### src/rtl/ps2_kbd_pkg.sv
// Shared types and constants for the PS/2 keyboard controller.
// Build option: define PS2_KBD_ASCII_EN to enable the scan-code to ASCII ROM.
package ps2_kbd_pkg;

  typedef enum logic [1:0] {
    ST_IDLE   = 2'd0,
    ST_POP    = 2'd1,
    ST_DECODE = 2'd2,
    ST_EMIT   = 2'd3
  } ps2_state_t;

  localparam logic [7:0] PS2_PFX_EXT = 8'hE0;
  localparam logic [7:0] PS2_PFX_BRK = 8'hF0;

  typedef struct packed {
    logic [7:0] code;
    logic       ext;
    logic       brk;
    logic       rpt;
    logic [7:0] ascii;
  } ps2_evt_t;

endpackage

### src/rtl/ps2_ascii_rom.sv
// Combinational US-layout scan-code set 2 to lowercase ASCII lookup.
// Unmapped codes return 8'h00. Only instantiated when PS2_KBD_ASCII_EN is defined.
module ps2_ascii_rom
  import ps2_kbd_pkg::*;
(
  input  logic [7:0] code,
  output logic [7:0] ascii
);

  // Letters, digits, space and enter; everything else maps to zero
  always_comb begin
    ascii = 8'h00;
    case (code)
      8'h1C: ascii = 8'h61; 8'h32: ascii = 8'h62; 8'h21: ascii = 8'h63;
      8'h23: ascii = 8'h64; 8'h24: ascii = 8'h65; 8'h2B: ascii = 8'h66;
      8'h34: ascii = 8'h67; 8'h33: ascii = 8'h68; 8'h43: ascii = 8'h69;
      8'h3B: ascii = 8'h6A; 8'h42: ascii = 8'h6B; 8'h4B: ascii = 8'h6C;
      8'h3A: ascii = 8'h6D; 8'h31: ascii = 8'h6E; 8'h44: ascii = 8'h6F;
      8'h4D: ascii = 8'h70; 8'h15: ascii = 8'h71; 8'h2D: ascii = 8'h72;
      8'h1B: ascii = 8'h73; 8'h2C: ascii = 8'h74; 8'h3C: ascii = 8'h75;
      8'h2A: ascii = 8'h76; 8'h1D: ascii = 8'h77; 8'h22: ascii = 8'h78;
      8'h35: ascii = 8'h79; 8'h1A: ascii = 8'h7A;
      8'h45: ascii = 8'h30; 8'h16: ascii = 8'h31; 8'h1E: ascii = 8'h32;
      8'h26: ascii = 8'h33; 8'h25: ascii = 8'h34; 8'h2E: ascii = 8'h35;
      8'h36: ascii = 8'h36; 8'h3D: ascii = 8'h37; 8'h3E: ascii = 8'h38;
      8'h46: ascii = 8'h39;
      8'h29: ascii = 8'h20;
      8'h5A: ascii = 8'h0D;
      default: ascii = 8'h00;
    endcase
  end

endmodule

### src/rtl/ps2_kbd_ctrl.sv
// PS/2 keyboard controller: pops bytes from the ps2_keyboard FIFO, folds the
// E0/F0 prefixes into key events, tracks the held key and reports events on a
// valid/ready interface. Build option: PS2_KBD_ASCII_EN adds ASCII translation.
module ps2_kbd_ctrl
  import ps2_kbd_pkg::*;
#(
  parameter int CNT_W = 8
) (
  input  logic             clk,
  input  logic             clrn,
  input  logic [7:0]       kbd_data,
  input  logic             kbd_ready,
  input  logic             kbd_overflow,
  output logic             kbd_nextdata_n,
  output logic             evt_valid,
  input  logic             evt_ready,
  output logic [7:0]       evt_code,
  output logic             evt_ext,
  output logic             evt_brk,
  output logic             evt_rpt,
  output logic [7:0]       evt_ascii,
  output logic             held,
  output logic [CNT_W-1:0] press_cnt,
  output logic             ovf_sticky,
  input  logic             ovf_clr
);

  ps2_state_t       state_reg, state_next;
  logic [7:0]       byte_q;
  logic             ext_f, brk_f;
  ps2_evt_t         evt_reg;
  logic             evt_valid_reg;
  logic             nextdata_n_reg;
  logic             held_reg;
  logic [7:0]       held_code;
  logic             held_ext;
  logic [CNT_W-1:0] press_cnt_reg;
  logic             ovf_reg;
  logic [7:0]       ascii_lookup;
  logic             held_match;
  logic             rel_match;

`ifdef PS2_KBD_ASCII_EN
  logic [7:0] rom_ascii;

  ps2_ascii_rom u_ascii_rom (
    .code  (byte_q),
    .ascii (rom_ascii)
  );

  // Extended keys never carry a printable translation
  assign ascii_lookup = ext_f ? 8'h00 : rom_ascii;
`else
  assign ascii_lookup = 8'h00;
`endif

  // The byte being decoded repeats the currently held key
  assign held_match = held_reg && (held_code == byte_q) && (held_ext == ext_f);
  // The pending break event releases the currently held key
  assign rel_match  = held_reg && (held_code == evt_reg.code) && (held_ext == evt_reg.ext);

  // FSM state register
  always_ff @(posedge clk or negedge clrn) begin
    if (!clrn) state_reg <= ST_IDLE;
    else       state_reg <= state_next;
  end

  // Next-state logic: one byte per IDLE->POP->DECODE pass, EMIT waits for ready
  always_comb begin
    state_next = state_reg;
    case (state_reg)
      ST_IDLE:   if (kbd_ready) state_next = ST_POP;
      ST_POP:    state_next = ST_DECODE;
      ST_DECODE: begin
        if (byte_q == PS2_PFX_EXT || byte_q == PS2_PFX_BRK) state_next = ST_IDLE;
        else                                                state_next = ST_EMIT;
      end
      ST_EMIT:   if (evt_ready) state_next = ST_IDLE;
      default:   state_next = ST_IDLE;
    endcase
  end

  // Byte capture, prefix flags, event registers, held-key tracking and strobes
  always_ff @(posedge clk or negedge clrn) begin
    if (!clrn) begin
      byte_q         <= 8'h00;
      ext_f          <= 1'b0;
      brk_f          <= 1'b0;
      evt_reg        <= '0;
      evt_valid_reg  <= 1'b0;
      nextdata_n_reg <= 1'b1;
      held_reg       <= 1'b0;
      held_code      <= 8'h00;
      held_ext       <= 1'b0;
      press_cnt_reg  <= '0;
    end else begin
      nextdata_n_reg <= (state_next != ST_POP);
      evt_valid_reg  <= (state_next == ST_EMIT);
      case (state_reg)
        ST_IDLE: if (kbd_ready) byte_q <= kbd_data;
        ST_DECODE: begin
          if (byte_q == PS2_PFX_EXT) begin
            ext_f <= 1'b1;
          end else if (byte_q == PS2_PFX_BRK) begin
            brk_f <= 1'b1;
          end else begin
            evt_reg.code  <= byte_q;
            evt_reg.ext   <= ext_f;
            evt_reg.brk   <= brk_f;
            evt_reg.rpt   <= !brk_f && held_match;
            evt_reg.ascii <= ascii_lookup;
          end
        end
        ST_EMIT: begin
          if (evt_ready) begin
            ext_f <= 1'b0;
            brk_f <= 1'b0;
            if (evt_reg.brk) begin
              if (rel_match) held_reg <= 1'b0;
            end else if (!evt_reg.rpt) begin
              held_reg      <= 1'b1;
              held_code     <= evt_reg.code;
              held_ext      <= evt_reg.ext;
              press_cnt_reg <= press_cnt_reg + CNT_W'(1);
            end
          end
        end
        default: ;
      endcase
    end
  end

  // Sticky overflow flag; a new overflow beats a simultaneous clear
  always_ff @(posedge clk or negedge clrn) begin
    if (!clrn)             ovf_reg <= 1'b0;
    else if (kbd_overflow) ovf_reg <= 1'b1;
    else if (ovf_clr)      ovf_reg <= 1'b0;
  end

  assign kbd_nextdata_n = nextdata_n_reg;
  assign evt_valid      = evt_valid_reg;
  assign evt_code       = evt_reg.code;
  assign evt_ext        = evt_reg.ext;
  assign evt_brk        = evt_reg.brk;
  assign evt_rpt        = evt_reg.rpt;
  assign evt_ascii      = evt_reg.ascii;
  assign held           = held_reg;
  assign press_cnt      = press_cnt_reg;
  assign ovf_sticky     = ovf_reg;

endmodule

### config.mk
export PLATFORM = sky130hd
export DESIGN_NAME = ps2_kbd_ctrl
export DESIGN_NICKNAME = d
export VERILOG_FILES = /design/src/rtl/ps2_kbd_pkg.sv /design/src/rtl/ps2_ascii_rom.sv /design/src/rtl/ps2_kbd_ctrl.sv
export SDC_FILE = /design/constraint.sdc
export NUM_CORES = 1
export LEC_CHECK = 0
export BUFFER_PORTS_ARGS = -buffer_cell sky130_fd_sc_hd__buf_2
export CAP_MARGIN = 0
export CORE_MARGIN = 2
export CORE_UTILIZATION = 48
export CTS_CLUSTER_DIAMETER = 200
export DETAILED_ROUTE_END_ITERATION = 6
export PLACE_DENSITY_LB_ADDON = 0.12
export SYNTH_ARGS = -nofsm -noshare
export SYNTH_HDL_FRONTEND = slang
export SYNTH_SLANG_ARGS = --single-unit
### constraint.sdc
create_clock -name clk -period 1.59 [get_ports clk]
set_clock_uncertainty 0.15 [all_clocks]
set_input_delay 0.0795 -clock clk [delete_from_list [all_inputs] [get_ports clk]]
set_output_delay 0.0795 -clock clk [all_outputs]
set_load 0.01 [all_outputs]
# Yosys cells after proc, flatten, opt, wreduce, memory -nomap -nowiden
# Cells that the tools add are included.
# totals
inputBits	14
reg_bits	44
wordCells	68
output_inout_bits	31
# classes
n_addsub	1
bitwise	4
muxes	15
eq_ne	17
reduce_logical	16
# ops
operator	n
8-bit equality test	2
8-bit equality test, second input constant	2
4-bit AND reduction	3
1-bit two-way mux	9
8-bit by 1-bit adder with 8-bit output, second input constant	1
2-bit != test, second input constant	4
2-bit case mux with 4 select lines	1
2-bit equality test, second input constant	3
2-bit two-way mux	3
2-bit by 1-bit != test with 1-bit output, second input constant	3
3-bit AND reduction	2
1-bit logical AND	5
1-bit NOT	4
1-bit case mux with 2 select lines	2
2-bit nonzero test	2
1-bit equality test	2
2-bit by 1-bit equality test with 1-bit output, second input constant	1
2-bit logical NOT	1
2-bit AND reduction	1
1-bit logical NOT	1
1-bit logical OR	1

# Longest topological paths before layout
# depth
word_depth	5
depth_mapped	5
ltp_nobuf	4

# Worst setup path before layout
# No wires, ideal clock.
# synth_timing
path_kind	flip-flop to flip-flop
from	register byte_q[2]
to	register evt_reg (netlist bit evt_code[0])
setup_ns	0.125
stages_incl_launch_ff	6
t_arrival_ns	1.376
slack_ns	-0.061
synth_period_minus_slack_ns	1.651
path_buffers	1
required_time_ns	1.315
cell_sequence	dfrtp_1 -> nand4b_1 -> nor4_4 -> nor3b_4 -> buf_6 -> mux2_4
# synth_via
elab_chain_cells	3
elab_cells_between_ends	5
classes_between	eq/ne: 2; bitwise: 2; reduce/logical: 1
# synth_rtl
item	line	rtl
start, declared	ps2_kbd_ctrl.sv:29	logic [7:0] byte_q;
start signal, assigned	ps2_kbd_ctrl.sv:100	ST_IDLE: if (kbd_ready) byte_q <= kbd_data;
8-bit equality test, on equally long branches	ps2_kbd_ctrl.sv:104, ps2_kbd_ctrl.sv:102	
1-bit NOT (no source line)	--	
3-bit AND reduction (no source line) *	--	
end, declared	ps2_kbd_ctrl.sv:31	ps2_evt_t evt_reg;
# Mark *: on every way between the ends. The rest lies on a longest branch, timed or not.
# A chain may end at the register's enable or synchronous reset.

# Final worst setup path
# layout_timing
from	register byte_q[2]
to	register state_reg[0]
# layout_via
elab_chain_cells	4
elab_cells_between_ends	5
classes_between	eq/ne: 2; mux: 2; reduce/logical: 1
# layout_rtl
item	line	rtl
8-bit equality test	ps2_kbd_ctrl.sv:75	if (byte_q == PS2_PFX_EXT || byte_q == PS2_PFX_BRK) state_next = ST_IDLE;
1-bit logical OR *	ps2_kbd_ctrl.sv:75	
2-bit two-way mux *	ps2_kbd_ctrl.sv:75	
2-bit case mux with 4 select lines *	ps2_kbd_ctrl.sv:71	case (state_reg)
via state_next[0]	ps2_kbd_ctrl.sv:28	ps2_state_t state_reg, state_next;
end signal, assigned	ps2_kbd_ctrl.sv:65	else state_reg <= state_next;
end, declared	ps2_kbd_ctrl.sv:28	
# Mark *: on every way through the listed nets, which the timed path passes. The rest lies on a longest branch.

==> results.tsv <==
metric	value	unit
run status	finished with violations	
violated checks	negative setup slack	
fraction of layout cells with a size suffix above 1	38.02	%
combined global-route utilization of all metal layers	18.38	%
Worst path slowest cell	dfrtp_1	
Starting Density	50.54	%
classification of the worst-slack hold path	input port to flop	
number of library cell types mapped by synthesis	33	
RSZ-0062 raised after global routing	true	
clock network power share	14.8	%
Net Sw Frac	35.81	%
number of global-route vias before repair	1509	
maximum number of pins on one net before global-route repair	22	
synthesis-to-finish area growth	27.52	%
share of synthesized area spent on multiplexers	11.90	%
number of buffer and inverter stages on the critical path	1	
clock transition at the registers of the reported paths	0.08	ns
synthesized instance count	172	
combinational group share of total power	42.9	%
Yosys warnings	0	
R2R Setup Slk	-0.11	ns
number of max-cap violations	0	
Top Family by Delay on Critical Path	simple AND/OR/NAND/NOR gates	
R2R cell count	5	
cells along the critical path	nand4b_1, nor4_4, nor3b_4, buf_6, or3_1	
worst hold path depth	3	
top_reg_cell synth	dfrtp_1	
number of gates on the worst path with buffers counted	5	
critical path endpoint	state_reg[0]$_DFF_PN0_	
H-Tree Depth	2	
type of destination of the critical path	flop	
DPL Wire Length	3164	um
setup TNS	-0.7045	ns
std cell rows	23	
Antenna Cells	0	
cells taking the most area after synthesis	dfrtp_1, xnor2_1, nand2_1	
largest family of logic cells by synthesized area	simple AND/OR/NAND/NOR gates	
remaining global-route overflow	0	
PwrDens	1850	nW/um2
fin nets	256	
FF-to-FF End	state_reg[0]$_DFF_PN0_	
num ports	45	
Final WS setup	-0.1068	ns
vertical extent of the die	69.37	um
Worst Path Max Fanout	5	
share of the yosys chip area belonging to registers	53.75	%
Final Setup Violations	15	
worst voltage drop across the vdd grid	0.9442	mV
switching pwr	0.001732	W
beginning of the critical path	byte_q[2]$_DFFE_PN0P_	
complex-gate fraction of the synthesized area	2.135	%
combined area of all synthesized cells	2051	um2
mean cell area of the mapped netlist	11.92	um2
number of synthesized flops with an enable pin	0	
Core ar.	4058	um2
die area	4812	um2
drt drc	0	
final non-filler cell area	2615	um2
adder-cell area share of the yosys netlist	0.6101	%
endpoint required time on the critical path	1.61	ns
internal power	0.003105	W
startpoint type of the worst setup path	flop	
post-synthesis register bit count	44	
die extent in x	69.37	um
simple-gate portion of the synthesized area	15.99	%
DRT Pass-1 Iters	4	
routed vias/inst	5.082	
Layout Cells excl Fill	292	
average wire per cell in the routed design	14.50	um
placement-stage worst setup slack	-0.08238	ns
count of buffers from port buffering	36	
P_leak	1.286	nW
clock tree buffer depth	2	
Worst R2R Start	byte_q[2]$_DFFE_PN0P_	
number of violations reported at the end of detailed-routing iteration 0	69	
most numerous cell types in the synthesized netlist	dfrtp_1, nand2_1, xnor2_1	
TritonCTS clock tree	yes	
antenna-violating nets left	0	
sequential share of power	42.4	%
clock root buffer	clkbuf_8	
weighted congestion reported at the end of routability-driven placement	0.8058	
area post-placement	2376	um2
Post-Synth XOR/XNOR Area	10.68	%
Post-CTS Repair Setup Buffers	0	
start-to-end type of the worst setup path	flop to flop	
Largest stage delay, worst path	0.37	ns
fraction of the core area covered by cells at the end of the flow	64.45	%
count of placed standard cells including taps	272	
routed wire length	4233	um
final hold vios	0	
number of clock sinks	44	
later-pin clock latency in the skew report	0.29	ns
number of buffers created by CTS	5	
endpoint arrival time on the critical path	1.72	ns
fraction of registers with async set/reset	100.0	%
final period utilization	106.7	%
antenna violations before repair	0	
number of vias in the routed layout	1484	
Final Max Slew Viols	0	
most frequently used cell type in the post-synthesis netlist	dfrtp_1	
maximum clock frequency	589.4	MHz
wire length of the first global-routing pass	6962	um
post-layout minimum cycle time	1.697	ns
most area-hungry cell type in the Yosys netlist	dfrtp_1	
top cell type's share of synthesized area	52.47	%
[worst min-delay path by stage]
stage	slack, ns	from	end
2_1_floorplan	-0.37	clrn	brk_f$_DFFE_PN0P_
3_3_place_gp	-0.18	clrn	press_cnt[5]$_DFFE_PN0P_
3_5_place_dp	-0.17	clrn	press_cnt[5]$_DFFE_PN0P_
4_1_cts	0.007	evt_ready	state_reg[1]$_DFF_PN0_
5_1_grt	0.03	evt_ready	state_reg[0]$_DFF_PN0_
6_report	0.02	evt_ready	state_reg[1]$_DFF_PN0_
[area by class of cell]
| cell class | instances | area [um2] |
|---|---|---|
| sequential | 44 | 1105 |
| multi-input combinational | 120 | 884.6 |
| inverter | 3 | 11.26 |
| fill | 318 | 1443 |
| timing repair buffer | 67 | 459.2 |
| clock buffer | 6 | 82.58 |
| tap | 50 | 62.56 |
| clock inverter | 2 | 10.01 |
[worst register-to-register path: stages, from the launching register on]
cell and delay [ns]:
dfrtp_1 0.37, nand4b_1 0.22, nor4_4 0.26, nor3b_4 0.10, buf_6 0.14, or3_1 0.34
[logic make-up (layout without fill, tap and decap cells)]
kind of cell    Yosys count  count (layout)
compound gates            7               7
xor+xnor                 25              25
fa+ha+maj                 1               1
buf+inv                  15              78
flops                    44              44
mux                      19              19
other cells               1               8
simple gates             60              60
[metal layers]
metal	vias to the layer above	routed length (um)	GRT usage, %
met5	-	0	0
met4	0	53	6.972
met3	8	210	4.942
met2	46	2187	32.48
met1	733	1781	21.18
li1	697	-	-
[power groups by stage]
stage               Clock [W]  Sequential (W)  Combinational, W
floorplan                   0         0.00209           0.00123
global placement            0         0.00203           0.00197
detailed placement          0         0.00207           0.00202
CTS                  0.000738         0.00205           0.00207
global route         0.000781         0.00212           0.00226
finish               0.000714         0.00205           0.00207
[per-stage QoR]
step / total power (W) / hold WS (ns)
after floorplan: 0.003327 / -0.3661
after global routing: 0.005165 / 0.02943
after detailed placement: 0.004082 / -0.1684
after CTS: 0.004856 / 0.006561
final: 0.004838 / 0.02153
after global placement: 0.003997 / -0.1780
[timing repair]
item | in CTS | in global routing
resized for setup | 4 | 4
setup endpoints to repair | 27 | 25
hold buffers | 11 | 0
pin swaps | 0 | 3
hold endpoints to repair | 52 | 0
gates cloned | 0 | 1
[layout by cell type, fill, tap and decap left out, drive strengths merged, types with 3 or more instances in the layout]
cell type    netlist  routed
dlygate4sd3        0      11
nand2             35      35
nor2               3       3
mux2              19      19
xnor2             18      18
clkbuf             0       6
xor2               7       7
dfrtp             43      43
nor4               3       3
buf               12      55
inv                3       3
nand4              6       6
conb               1       8
Power figures use the tool's default switching activity.
